`src/rtl/params_noc.sv`:
```
// Shared NoC types: flit labels, VC ids, packet header and the VC-tagged flit
// that goes to the router LOCAL port.
package params_noc;

  localparam int unsigned vc_Num    = 4;
  localparam int unsigned VC_W      = 2;
  localparam int unsigned FLIT_W    = 22;
  localparam int unsigned COORD_W   = 3;
  localparam int unsigned PAYLOAD_W = 16;

  typedef logic [VC_W-1:0]   VC_Size;
  typedef logic [FLIT_W-1:0] flit_Size;

  typedef enum logic [1:0] {
    HEAD     = 2'b00,
    BODY     = 2'b01,
    TAIL     = 2'b10,
    HEADTAIL = 2'b11
  } flit_Data_Label;

  typedef struct packed {
    logic [COORD_W-1:0]   x_Dest;
    logic [COORD_W-1:0]   y_Dest;
    logic [PAYLOAD_W-1:0] head_Payload;
  } packet_Header;

  // Head flits carry the header; body/tail flits carry a raw word.
  typedef union packed {
    packet_Header head_Data;
    flit_Size     flit;
  } flit_Data_Union;

  typedef struct packed {
    flit_Data_Label label;
    VC_Size         vc_Id;
    flit_Data_Union data;
  } flit_Data_withvc;

endpackage

```
`src/rtl/ni_credit_counter.sv`:
```
// Per-VC credit counters for the downstream router input buffers, with
// registered nonzero flags and an overflow error pulse.
module ni_credit_counter
  import params_noc::*;
#(
  parameter int unsigned BUF_DEPTH = 4
) (
  input  logic              clk,
  input  logic              rst,
  input  logic              take_i,
  input  VC_Size            take_vc_i,
  input  logic              ret_valid_i,
  input  VC_Size            ret_vc_i,
  output logic [vc_Num-1:0] nonzero_o,
  output logic              err_o
);

  localparam int unsigned CNT_W = $clog2(BUF_DEPTH + 1);

  logic [vc_Num-1:0][CNT_W-1:0] cnt_q, cnt_d;
  logic [vc_Num-1:0]            nonzero_q, nonzero_d;
  logic [vc_Num-1:0]            take_v, ret_v;
  logic                         err_q, err_d;

  always_comb begin
    take_v = '0;
    ret_v  = '0;
    if (take_i)      take_v[take_vc_i] = 1'b1;
    if (ret_valid_i) ret_v[ret_vc_i]   = 1'b1;
  end

  // Launch and return on the same VC cancel; a return at full depth is an error.
  always_comb begin
    cnt_d     = cnt_q;
    nonzero_d = '0;
    err_d     = 1'b0;
    for (int v = 0; v < int'(vc_Num); v++) begin
      if (take_v[v] && !ret_v[v]) begin
        cnt_d[v] = cnt_q[v] - CNT_W'(1);
      end else if (ret_v[v] && !take_v[v]) begin
        if (cnt_q[v] == CNT_W'(BUF_DEPTH)) err_d = 1'b1;
        else                               cnt_d[v] = cnt_q[v] + CNT_W'(1);
      end
      nonzero_d[v] = (cnt_d[v] != '0);
    end
  end

  always_ff @(posedge clk) begin
    if (rst) begin
      for (int v = 0; v < int'(vc_Num); v++) cnt_q[v] <= CNT_W'(BUF_DEPTH);
      nonzero_q <= {vc_Num{BUF_DEPTH != 0}};
      err_q     <= 1'b0;
    end else begin
      cnt_q     <= cnt_d;
      nonzero_q <= nonzero_d;
      err_q     <= err_d;
    end
  end

  assign nonzero_o = nonzero_q;
  assign err_o     = err_q;

endmodule

```
`src/rtl/ni_packetizer.sv`:
```
// Network-interface packetizer: turns a header + length request and a stream
// of body words into credit-flow-controlled HEAD/BODY/TAIL flits on one VC.
module ni_packetizer
  import params_noc::*;
#(
  parameter int unsigned BUF_DEPTH = 4,
  parameter int unsigned LEN_W     = 4
) (
  input  logic             clk,
  input  logic             rst,
  input  logic             pkt_valid_i,
  output logic             pkt_ready_o,
  input  packet_Header     pkt_header_i,
  input  logic [LEN_W-1:0] pkt_len_i,
  input  logic             data_valid_i,
  output logic             data_ready_o,
  input  flit_Size         data_i,
  output flit_Data_withvc  flit_o,
  output logic             flit_valid_o,
  input  logic             credit_valid_i,
  input  VC_Size           credit_vc_i,
  output logic             credit_err_o
);

  localparam logic [1:0] S_IDLE = 2'd0;
  localparam logic [1:0] S_HEAD = 2'd1;
  localparam logic [1:0] S_BODY = 2'd2;

  logic [1:0]        state_q, state_d;
  packet_Header      hdr_q, hdr_d;
  logic [LEN_W-1:0]  len_q, len_d;
  logic [LEN_W-1:0]  cnt_q, cnt_d, cnt_nxt;
  VC_Size            vc_q, vc_d;
  flit_Data_withvc   flit_q, flit_d;
  logic              flit_valid_q, flit_valid_d;
  logic              credit_err_q;

  logic [vc_Num-1:0] nonzero;
  logic              cc_err;
  logic              take;
  VC_Size            take_vc;
  logic              sel_found;
  VC_Size            sel_vc;
  logic              pkt_ready_c, data_ready_c;

  ni_credit_counter #(.BUF_DEPTH(BUF_DEPTH)) u_credit (
    .clk         (clk),
    .rst         (rst),
    .take_i      (take),
    .take_vc_i   (take_vc),
    .ret_valid_i (credit_valid_i),
    .ret_vc_i    (credit_vc_i),
    .nonzero_o   (nonzero),
    .err_o       (cc_err)
  );

  // Lowest-index VC with credit wins.
  always_comb begin
    sel_found = |nonzero;
    sel_vc    = '0;
    for (int v = int'(vc_Num) - 1; v >= 0; v--) begin
      if (nonzero[v]) sel_vc = VC_Size'(v);
    end
  end

  assign cnt_nxt = cnt_q + LEN_W'(1);

  always_comb begin
    state_d      = state_q;
    hdr_d        = hdr_q;
    len_d        = len_q;
    cnt_d        = cnt_q;
    vc_d         = vc_q;
    flit_d       = flit_q;
    flit_valid_d = 1'b0;
    take         = 1'b0;
    take_vc      = vc_q;
    pkt_ready_c  = 1'b0;
    data_ready_c = 1'b0;
    case (state_q)
      S_IDLE: begin
        pkt_ready_c = 1'b1;
        if (pkt_valid_i) begin
          hdr_d   = pkt_header_i;
          len_d   = pkt_len_i;
          cnt_d   = '0;
          state_d = S_HEAD;
        end
      end
      S_HEAD: begin
        if (sel_found) begin
          take                  = 1'b1;
          take_vc               = sel_vc;
          vc_d                  = sel_vc;
          flit_valid_d          = 1'b1;
          flit_d.label          = (len_q == '0) ? HEADTAIL : HEAD;
          flit_d.vc_Id          = sel_vc;
          flit_d.data.head_Data = hdr_q;
          state_d               = (len_q == '0) ? S_IDLE : S_BODY;
        end
      end
      S_BODY: begin
        data_ready_c = data_valid_i & nonzero[vc_q];
        if (data_ready_c) begin
          take             = 1'b1;
          flit_valid_d     = 1'b1;
          flit_d.vc_Id     = vc_q;
          flit_d.data.flit = data_i;
          if (cnt_nxt == len_q) begin
            flit_d.label = TAIL;
            cnt_d        = '0;
            state_d      = S_IDLE;
          end else begin
            flit_d.label = BODY;
            cnt_d        = cnt_nxt;
          end
        end
      end
      default: state_d = S_IDLE;
    endcase
  end

  always_ff @(posedge clk) begin
    if (rst) begin
      state_q      <= S_IDLE;
      hdr_q        <= '0;
      len_q        <= '0;
      cnt_q        <= '0;
      vc_q         <= '0;
      flit_q       <= '0;
      flit_valid_q <= 1'b0;
      credit_err_q <= 1'b0;
    end else begin
      state_q      <= state_d;
      hdr_q        <= hdr_d;
      len_q        <= len_d;
      cnt_q        <= cnt_d;
      vc_q         <= vc_d;
      flit_q       <= flit_d;
      flit_valid_q <= flit_valid_d;
      credit_err_q <= credit_err_q | cc_err;
    end
  end

  assign pkt_ready_o  = pkt_ready_c;
  assign data_ready_o = data_ready_c;
  assign flit_o       = flit_q;
  assign flit_valid_o = flit_valid_q;
  assign credit_err_o = credit_err_q;

endmodule

```
`config.mk`:
```
export PLATFORM = sky130hd
export DESIGN_NAME = ni_packetizer
export DESIGN_NICKNAME = d
export VERILOG_FILES = /design/src/rtl/params_noc.sv /design/src/rtl/ni_credit_counter.sv /design/src/rtl/ni_packetizer.sv
export SDC_FILE = /design/constraint.sdc
export NUM_CORES = 1
export LEC_CHECK = 0
export CAP_MARGIN = 0
export CORE_UTILIZATION = 55
export DETAILED_ROUTE_END_ITERATION = 7
export PLACE_DENSITY_LB_ADDON = 0.12
export SETUP_SLACK_MARGIN = 0.2
export SLEW_MARGIN = 20
export SYNTH_ARGS = -nofsm -noshare
export SYNTH_HDL_FRONTEND = slang
export SYNTH_SLANG_ARGS = --single-unit
```
`constraint.sdc`:
```
create_clock -name clk -period 5.29 [get_ports clk]
set_input_delay 1.058 -clock clk [delete_from_list [all_inputs] [get_ports clk]]
set_output_delay 1.058 -clock clk [all_outputs]
set_load 0.05 [all_outputs]
```
After elaboration in Yosys (flattened, before gate mapping)
Cells that the tools add are included.

Logic and storage cells: 134. Register bits after elaboration: 79. Output and inout bits: 30.

Eq/ne operators: 11. Bitwise gates (word level): 2. $lt $le $gt $ge: 5. Reduce and logical (&&, ||, !) cells: 31. Add/subtract/negate cells: 9. Multiplexer cells: 58.

Operators by type and width (number): two-way mux 26 bit (2); case mux 26 bit (2 select lines) (1); two-way mux 3 bit (12); two-way mux 2 bit (13); two-way mux 4 bit (5); two-way mux 1 bit (19); adder 3 x 1 -> 3 bit (second input constant) (4); equality test 3 bit (second input constant) (4); nonzero test 3 bit (4); subtractor 3 x 1 -> 3 bit (second input constant) (4); logical AND 1 bit (10); less-than comparator 2 x 3 -> 1 bit (second input constant) (3); logical NOT 1 bit (8); inequality test 2 bit (second input constant) (4); case mux 4 bit (2 select lines) (1); case mux 2 bit (3 select lines) (1); AND reduction 3 bit (2); adder 4 x 1 -> 4 bit (second input constant) (1); demux 1 bit (select 2 bit) (2); equality test 4 bit (1); greater-or-equal comparator 2 x 1 -> 1 bit (second input constant) (2); logical NOT 4 bit (1); AND reduction 4 bit (1); nonzero test 2 bit (2); 9 further kinds (9).

Depth between registers and ports, before layout
Gate-level depths: netlist (run 1).

Depth after elaboration: 24. Gate-level depth with buffers: 10. Depth with buffers taken out: 8.

Cells and area by module
From an unflattened synthesis (run 1), not the netlist that was laid out.

Cells, all modules: 449. Area, all modules: 3865.0 sq um.

Modules (own cells, without submodules): ni_packetizer (area an instance 2706.3 sq um, seq. area each 1241.2 sq um, times used 1, cells an instance 309); ni_credit_counter (area an instance 1158.6 sq um, seq. area each 340.3 sq um, times used 1, cells an instance 140).

Worst setup path after synthesis (run 1)
OpenSTA, ideal clock, no wires.

Path type: input to register. Start point: input data_valid_i. End point: register flit_q (netlist bit flit_o[23]). Stages on the path: 7. Setup time: 0.091 ns. Required time: 5.199 ns. Slack: 2.215 ns. Arrival: 2.984 ns. Cells stage by stage: nand3_1 > o22ai_1 > o21a_1 > clkbuf_1 > clkbuf_1 > nor2_1 > a311oi_1.

Longest elaborated chain between the ends: 3.

RTL lines: start, declared (line ni_packetizer.sv:15) `input logic data_valid_i,`; bitwise AND 1 bit (line ni_packetizer.sv:103) `data_ready_c = data_valid_i & nonzero[vc_q];`; inequality test 2 bit (no source line); AND reduction 3 bit (no source line); end signal, assigned (line ni_packetizer.sv:139) `flit_q <= flit_d;`; end, declared (line ni_packetizer.sv:34) `flit_Data_withvc flit_q, flit_d;`.

Every way passes these cells. A chain may end at the register's enable or synchronous reset.

Worst setup path in the final report (run 1)
Start point: register state_q[0]. End point: output data_ready_o.

Longest elaborated chain between the ends: 2.

RTL lines: start, declared (line ni_packetizer.sv:29) `logic [1:0] state_q, state_d;`; start signal, assigned (line ni_packetizer.sv:134) `state_q <= state_d;`; equality test 2 bit (line ni_packetizer.sv:80) `case (state_q)`; two-way mux 1 bit (line ni_packetizer.sv:80); end, declared (line ni_packetizer.sv:16) `output logic data_ready_o,`.

Every way passes these cells.

==> results.py, run 1 <==
metrics = {
    "finish": {
        "syn2layout_area_growth_pct": 27.1,
        "instances_no_fill": 626,
        "diodes": 0,
        "drive_above_1_share": 0.0604,
        "nNetsFinal": 596,
        "stdcell_area_mm2": 0.00503,
    },
    "timing": {
        "hold_violations": 0,
        "setup_violations": 0,
        "fmax_mhz": 250,
        "fin_worst_skew_ps": 8.92,
        "setup-tns-final_ps": 0,
        "drv_slew": 0,
        "period_needed_ps": 3990,
        "rsz0062_at_grt": "false",
        "worstMarginPinSlew_ps": 944,
        "fin_crit_sh": 0.755,
        "slew-limit-headroom": 0.371,
    },
    "outcome": {
        "status": "completed",
    },
    "synthesis": {
        "post-synth-top-count-cell": "dfxtp_1",
        "ys_types": 63,
        "synth_edf_count": 0,
        "synth-seq-cells": 79,
        "synth_area_leader_cell": "dfxtp_1",
        "synthFlopType": "dfxtp_1",
        "syn-instance-count": 455,
        "syn-num-nets": 526,
        "async_reset_ff_frac": 0,
        "synth_top_area_share": 0.400,
        "netlist_area_mm2": 0.00396,
        "syn_avg_cell_area_um2": 8.69,
        "yosys-top-cells-count": "79 x dfxtp_1, 68 x nand2_1, 46 x nor2_1, 39 x a21oi_1, 28 x mux2i_1",
        "synth_warnings": 0,
        "ys_top_cells_by_area": "dfxtp_1 40%, mux2i_1 7.1%, nand2_1 6.5%",
        "yosysSeqAreaShare": 0.400,
    },
    "critical_path": {
        "worstPathArrival_ps": 2940,
        "worstSetupPathType": "flop to primary output",
        "crit_path_end_kind": "primary output",
        "worstSetupStartpointType": "flop",
        "crit_fanout": 36,
        "critPathRequiredTime_ps": 4230,
    },
    "route": {
        "drtAntennaViolNets": 0,
        "routed_wl_um": 8870,
        "num_vias": 3494,
        "wl_per_cell_um": 14.2,
        "dr.first_iter.drc_count": 114,
        "drtPass1Iterations": 4,
        "vias_per_cell": 5.58,
        "drc": 0,
    },
    "global_routing": {
        "met1_usage": 0.305,
        "grt.met3_usage": 0.0724,
        "grt_antenna_before_repair": 0,
        "grt_pass1_wl_um": 14500,
        "grt_overflow_total": 0,
        "grtUsageTotal": 0.245,
        "grt_max_degree": 63,
        "first_global_vias": 3263,
        "grt_use_met2": 0.409,
        "busiest_layer": "met2",
    },
    "place": {
        "place_area_mm2": 0.00483,
        "place_congestion": 0.859,
        "port-buffer-count": 84,
        "dpl.cell_count": 610,
        "dpl.hpwl_um": 6230,
    },
    "clock_network": {
        "cts_buffers": 9,
        "post_cts_buffers": 0,
        "clkTransAtPathRegs_ps": 80,
        "cts-root-buf": "clkbuf_8",
        "insertion_delay_ps": 350,
        "clockBufferDepth": 2,
        "ctsHoldBuffers": 0,
        "cts_tree": "done",
        "htree_levels": 3,
        "clock_sinks": 79,
        "post_cts_resized": 0,
    },
    "floorplanning": {
        "die_area_mm2": 0.00753,
        "io_pins": 85,
        "core-area_mm2": 0.00687,
        "rows": 30,
        "start_util": 0.576,
        "dieWidth_um": 86.8,
        "die_y_um": 86.8,
    },
    "flow_run": {
        "cap_violations": 0,
    },
    "pwr": {
        "leakage_uw": 0.00178,
        "peakVddDrop_mv": 0.291,
        "powerDensity_mw_per_mm2": 390,
        "power.total_uw": 1960,
    },
    "min_path": {
        "hold_class": "flop to flop",
    },
}
power by group:
group,switching (µW),total [µW],leakage [µW],internal [µW]
clock network,212,443,0.000103,231
registers,74.5,762,0.000647,687
logic,461,756,0.00103,295
stage by stage:
step | hold WS, ps | util | worst slack [ps]
final | 442 | 0.732 | 1300
after global routing | 474 | 0.732 | 1120
after CTS | 445 | 0.732 | 1280
after detailed placement | 436 | 0.703 | 1440
after global placement | 428 | 0.703 | 1470
after floorplan | 416 | - | 2210
worst max-delay path, cell delays in order, from the launching register on:
cell and delay (ps):
dfxtp_1 330, inv_1 90, ha_2 800, nand3_1 280
o22ai_1 260, clkdlybuf4s50_1 830
per-layer routing:
layer,routed length [µm],vias up
met4,93,0
met5,0,-
met2,4330,113
li1,-,1767
met3,541,7
met1,3910,1607
flip-flops by register name (all words and copies together) (netlist names):
signal              count
u_credit.cnt_q         12
u_credit.err_o          1
len_q                   4
flit_valid_o            1
state_q                 2
flit_o                 26
credit_err_o            1
hdr_q                  22
vc_q                    2
u_credit.nonzero_o      4
cnt_q                   4
area by class of cell:
cell class / count / area, µm²
Multi-Input combinational cell: 335 / 2220
Fill cell: 544 / 1840
Inverter: 13 / 48.8
Tap cell: 96 / 120
Clock inverter: 5 / 57.6
Timing Repair Buffer: 87 / 858
Sequential cell: 79 / 1580
Clock buffer: 11 / 141
placed cells by master (no fill, tap or decap), types with 3 or more instances in the layout:
| cell type | n |
|---|---|
| xnor2_1 | 8 |
| dfxtp_1 | 79 |
| a41oi_1 | 3 |
| mux2i_1 | 28 |
| a211oi_1 | 25 |
| inv_1 | 13 |
| a31oi_1 | 3 |
| o21a_1 | 5 |
| xor2_1 | 5 |
| nand3_1 | 11 |
| buf_4 | 3 |
| nor3_1 | 5 |
| nand2_1 | 68 |
| o21ai_0 | 6 |
| clkbuf_8 | 10 |
| nand2b_1 | 3 |
| clkdlybuf4s50_1 | 83 |
| a21oi_1 | 39 |
| nor2_1 | 46 |
| nand3b_1 | 4 |
| a311oi_1 | 5 |
| nand4_1 | 3 |
| ha_1 | 15 |
path summary, 6_finish.rpt:
check | from | endpoint | slack [ps] | depth (start not counted)
worst max register to register | state_q[0] | u_credit.nonzero_o[2] | 2220 | 8
worst max-delay path | state_q[0] | data_ready_o | 1300 | 5
worst min-delay path | u_credit.err_o | credit_err_o | 440 | 2
worst min register to register | u_credit.err_o | credit_err_o | 440 | 2
cells by family after synthesis:
group / share of synthesized area
AOI/OAI and AO/OA: 0.208
xor gates and xnor gates: 0.0288
adders and majority gates: 0.0560
buffers and inverters: 0.0399
DFF: 0.400
muxes: 0.0766
and+or+nand+nor: 0.190
No activity file was read; power rests on OpenSTA's default activity.
==> inputs of run 2 (changes only) <==
CORE_UTILIZATION = 46   (was 55)
clock period = 3.6 ns   (was 5.29 ns; I/O delays follow)
==> results.py, run 2 (same netlist as run 1, synthesis figures left out) <==
metrics = {
    "pwr": {
        "power_frac_seq": 0.378,
        "powerDensity_mw_per_mm2": 584,
        "p_clk_frac": 0.247,
        "power_frac_comb": 0.375,
        "internal-power_uw": 1840,
        "leakage_uw": 0.00180,
        "power.switching_uw": 1120,
        "swShare": 0.379,
        "power.total_uw": 2960,
        "peakVddDrop_mv": 0.334,
    },
    "clock_network": {
        "clock_sinks": 79,
        "clockBufferDepth": 2,
        "clkTransAtPathRegs_ps": 80,
        "cts_tree": "done",
        "post_cts_buffers": 0,
        "cts_buffers": 9,
        "htree_levels": 3,
        "cts-root-buf": "clkbuf_8",
        "ctsHoldBuffers": 0,
        "post_cts_resized": 0,
        "insertion_delay_ps": 350,
    },
    "critical_path": {
        "reg2regPathDepth": 8,
        "crit_path_end_kind": "primary output",
        "worstSetupStartpointType": "input pin",
        "worstReg2RegEnd": "u_credit.cnt_q[10]",
        "r2r_start": "state_q[1]",
        "critPathRequiredTime_ps": 2880,
        "worstSetupPathType": "input pin to primary output",
        "r2r_setup_slack_ps": 1170,
        "worstPathArrival_ps": 1890,
        "crit_fanout": 3,
    },
    "route": {
        "wl_per_cell_um": 14.2,
        "routed_wl_um": 9050,
        "dr.first_iter.drc_count": 120,
        "drtAntennaViolNets": 0,
        "drc": 0,
        "num_vias": 3449,
        "drtPass1Iterations": 4,
        "vias_per_cell": 5.41,
    },
    "timing": {
        "setup-tns-final_ps": 0,
        "worstMarginPinSlew_ps": 979,
        "fin_worst_skew_ps": 9.19,
        "slew-limit-headroom": 0.347,
        "fin_crit_sh": 0.725,
        "setup_violations": 0,
        "rsz0062_at_grt": "false",
        "hold_violations": 0,
        "period_needed_ps": 2610,
        "drv_slew": 0,
        "fmax_mhz": 383,
    },
    "floorplanning": {
        "core-area_mm2": 0.00826,
        "die_y_um": 94.7,
        "start_util": 0.479,
        "dieWidth_um": 94.7,
        "io_pins": 85,
        "die_area_mm2": 0.00897,
        "rows": 33,
    },
    "global_routing": {
        "grt_max_degree": 45,
        "grt_overflow_total": 0,
        "grt_antenna_before_repair": 0,
        "grt_pass1_wl_um": 15000,
        "first_global_vias": 3218,
        "grtUsageTotal": 0.213,
    },
    "finish": {
        "drive_above_1_share": 0.0677,
        "nNetsFinal": 598,
        "fillers": 759,
        "mostFrequentLayoutCell": "clkdlybuf4s50_1",
        "final_cell_mix": "82 x clkdlybuf4s50_1, 79 x dfxtp_1, 68 x nand2_1",
        "largest_reg_flops": 26,
        "syn2layout_area_growth_pct": 28.3,
        "diodes": 0,
    },
    "min_path": {
        "hp-start": "u_credit.err_o",
        "hold_class": "flop to flop",
        "hold_end": "credit_err_o",
        "worstHoldPathCells": 2,
    },
    "place": {
        "place_congestion": 0.804,
        "port-buffer-count": 84,
        "dpl.hpwl_um": 6490,
    },
    "outcome": {
        "status": "completed",
    },
    "flow_run": {
        "cap_violations": 0,
    },
}
==> run 2: worst max path at each step <==
stage	from	to	slack, ps	depth (start not counted)
floorplan	data_valid_i	flit_o[23]	860	7
global placement	data_valid_i	u_credit.nonzero_o[2]	800	7
detailed placement	data_valid_i	u_credit.nonzero_o[2]	740	7
CTS	state_q[0]	pkt_ready_o	970	3
global route	state_q[0]	pkt_ready_o	910	3
finish	data_valid_i	data_ready_o	990	4
==> run 2: power groups by stage <==
stage               Clock [µW]  Sequential, µW  Combinational [µW]
finish                     731            1120                1110
floorplan                    0            1340                 587
global route               787            1140                1220
global placement             0            1130                1090
CTS                        758            1120                1120
detailed placement           0            1140                1110
==> run 2: layer usage <==
layer	vias to the layer above	share of wire	track usage
met4	0	0.015	0.0694
met2	62	0.46	0.344
met5	-	0	0
met3	9	0.044	0.0499
met1	1602	0.48	0.278
li1	1776	-	-
==> run 2: worst max-delay path: stages <==
cell,delay (ps)
clkdlybuf4s50_1,500
nand3_1,150
o22ai_1,270
buf_4,250
==> run 2: metrics by stage <==
stage | setup slack (ps) | hold slack (ps) | instance area [µm²] | util | instances
floorplan | 863 | 416 | 3960 | - | 455
CTS | 968 | 459 | 5070 | 0.614 | 637
global route | 906 | 471 | 5070 | 0.614 | 637
finish | 989 | 450 | 5070 | 0.614 | 637
global placement | 799 | 432 | 4850 | 0.588 | 621
detailed placement | 737 | 446 | 4850 | 0.588 | 621
==> run 2: cell type report <==
class,instances,area [µm²],area share
Tap cell,105,131,0.0259
Clock buffer,10,128,0.0252
Sequential cell,79,1580,0.312
Clock inverter,6,93.8,0.0185
Inverter,13,48.8,0.00962
Timing Repair Buffer,89,871,0.172
Multi-Input combinational cell,335,2220,0.437
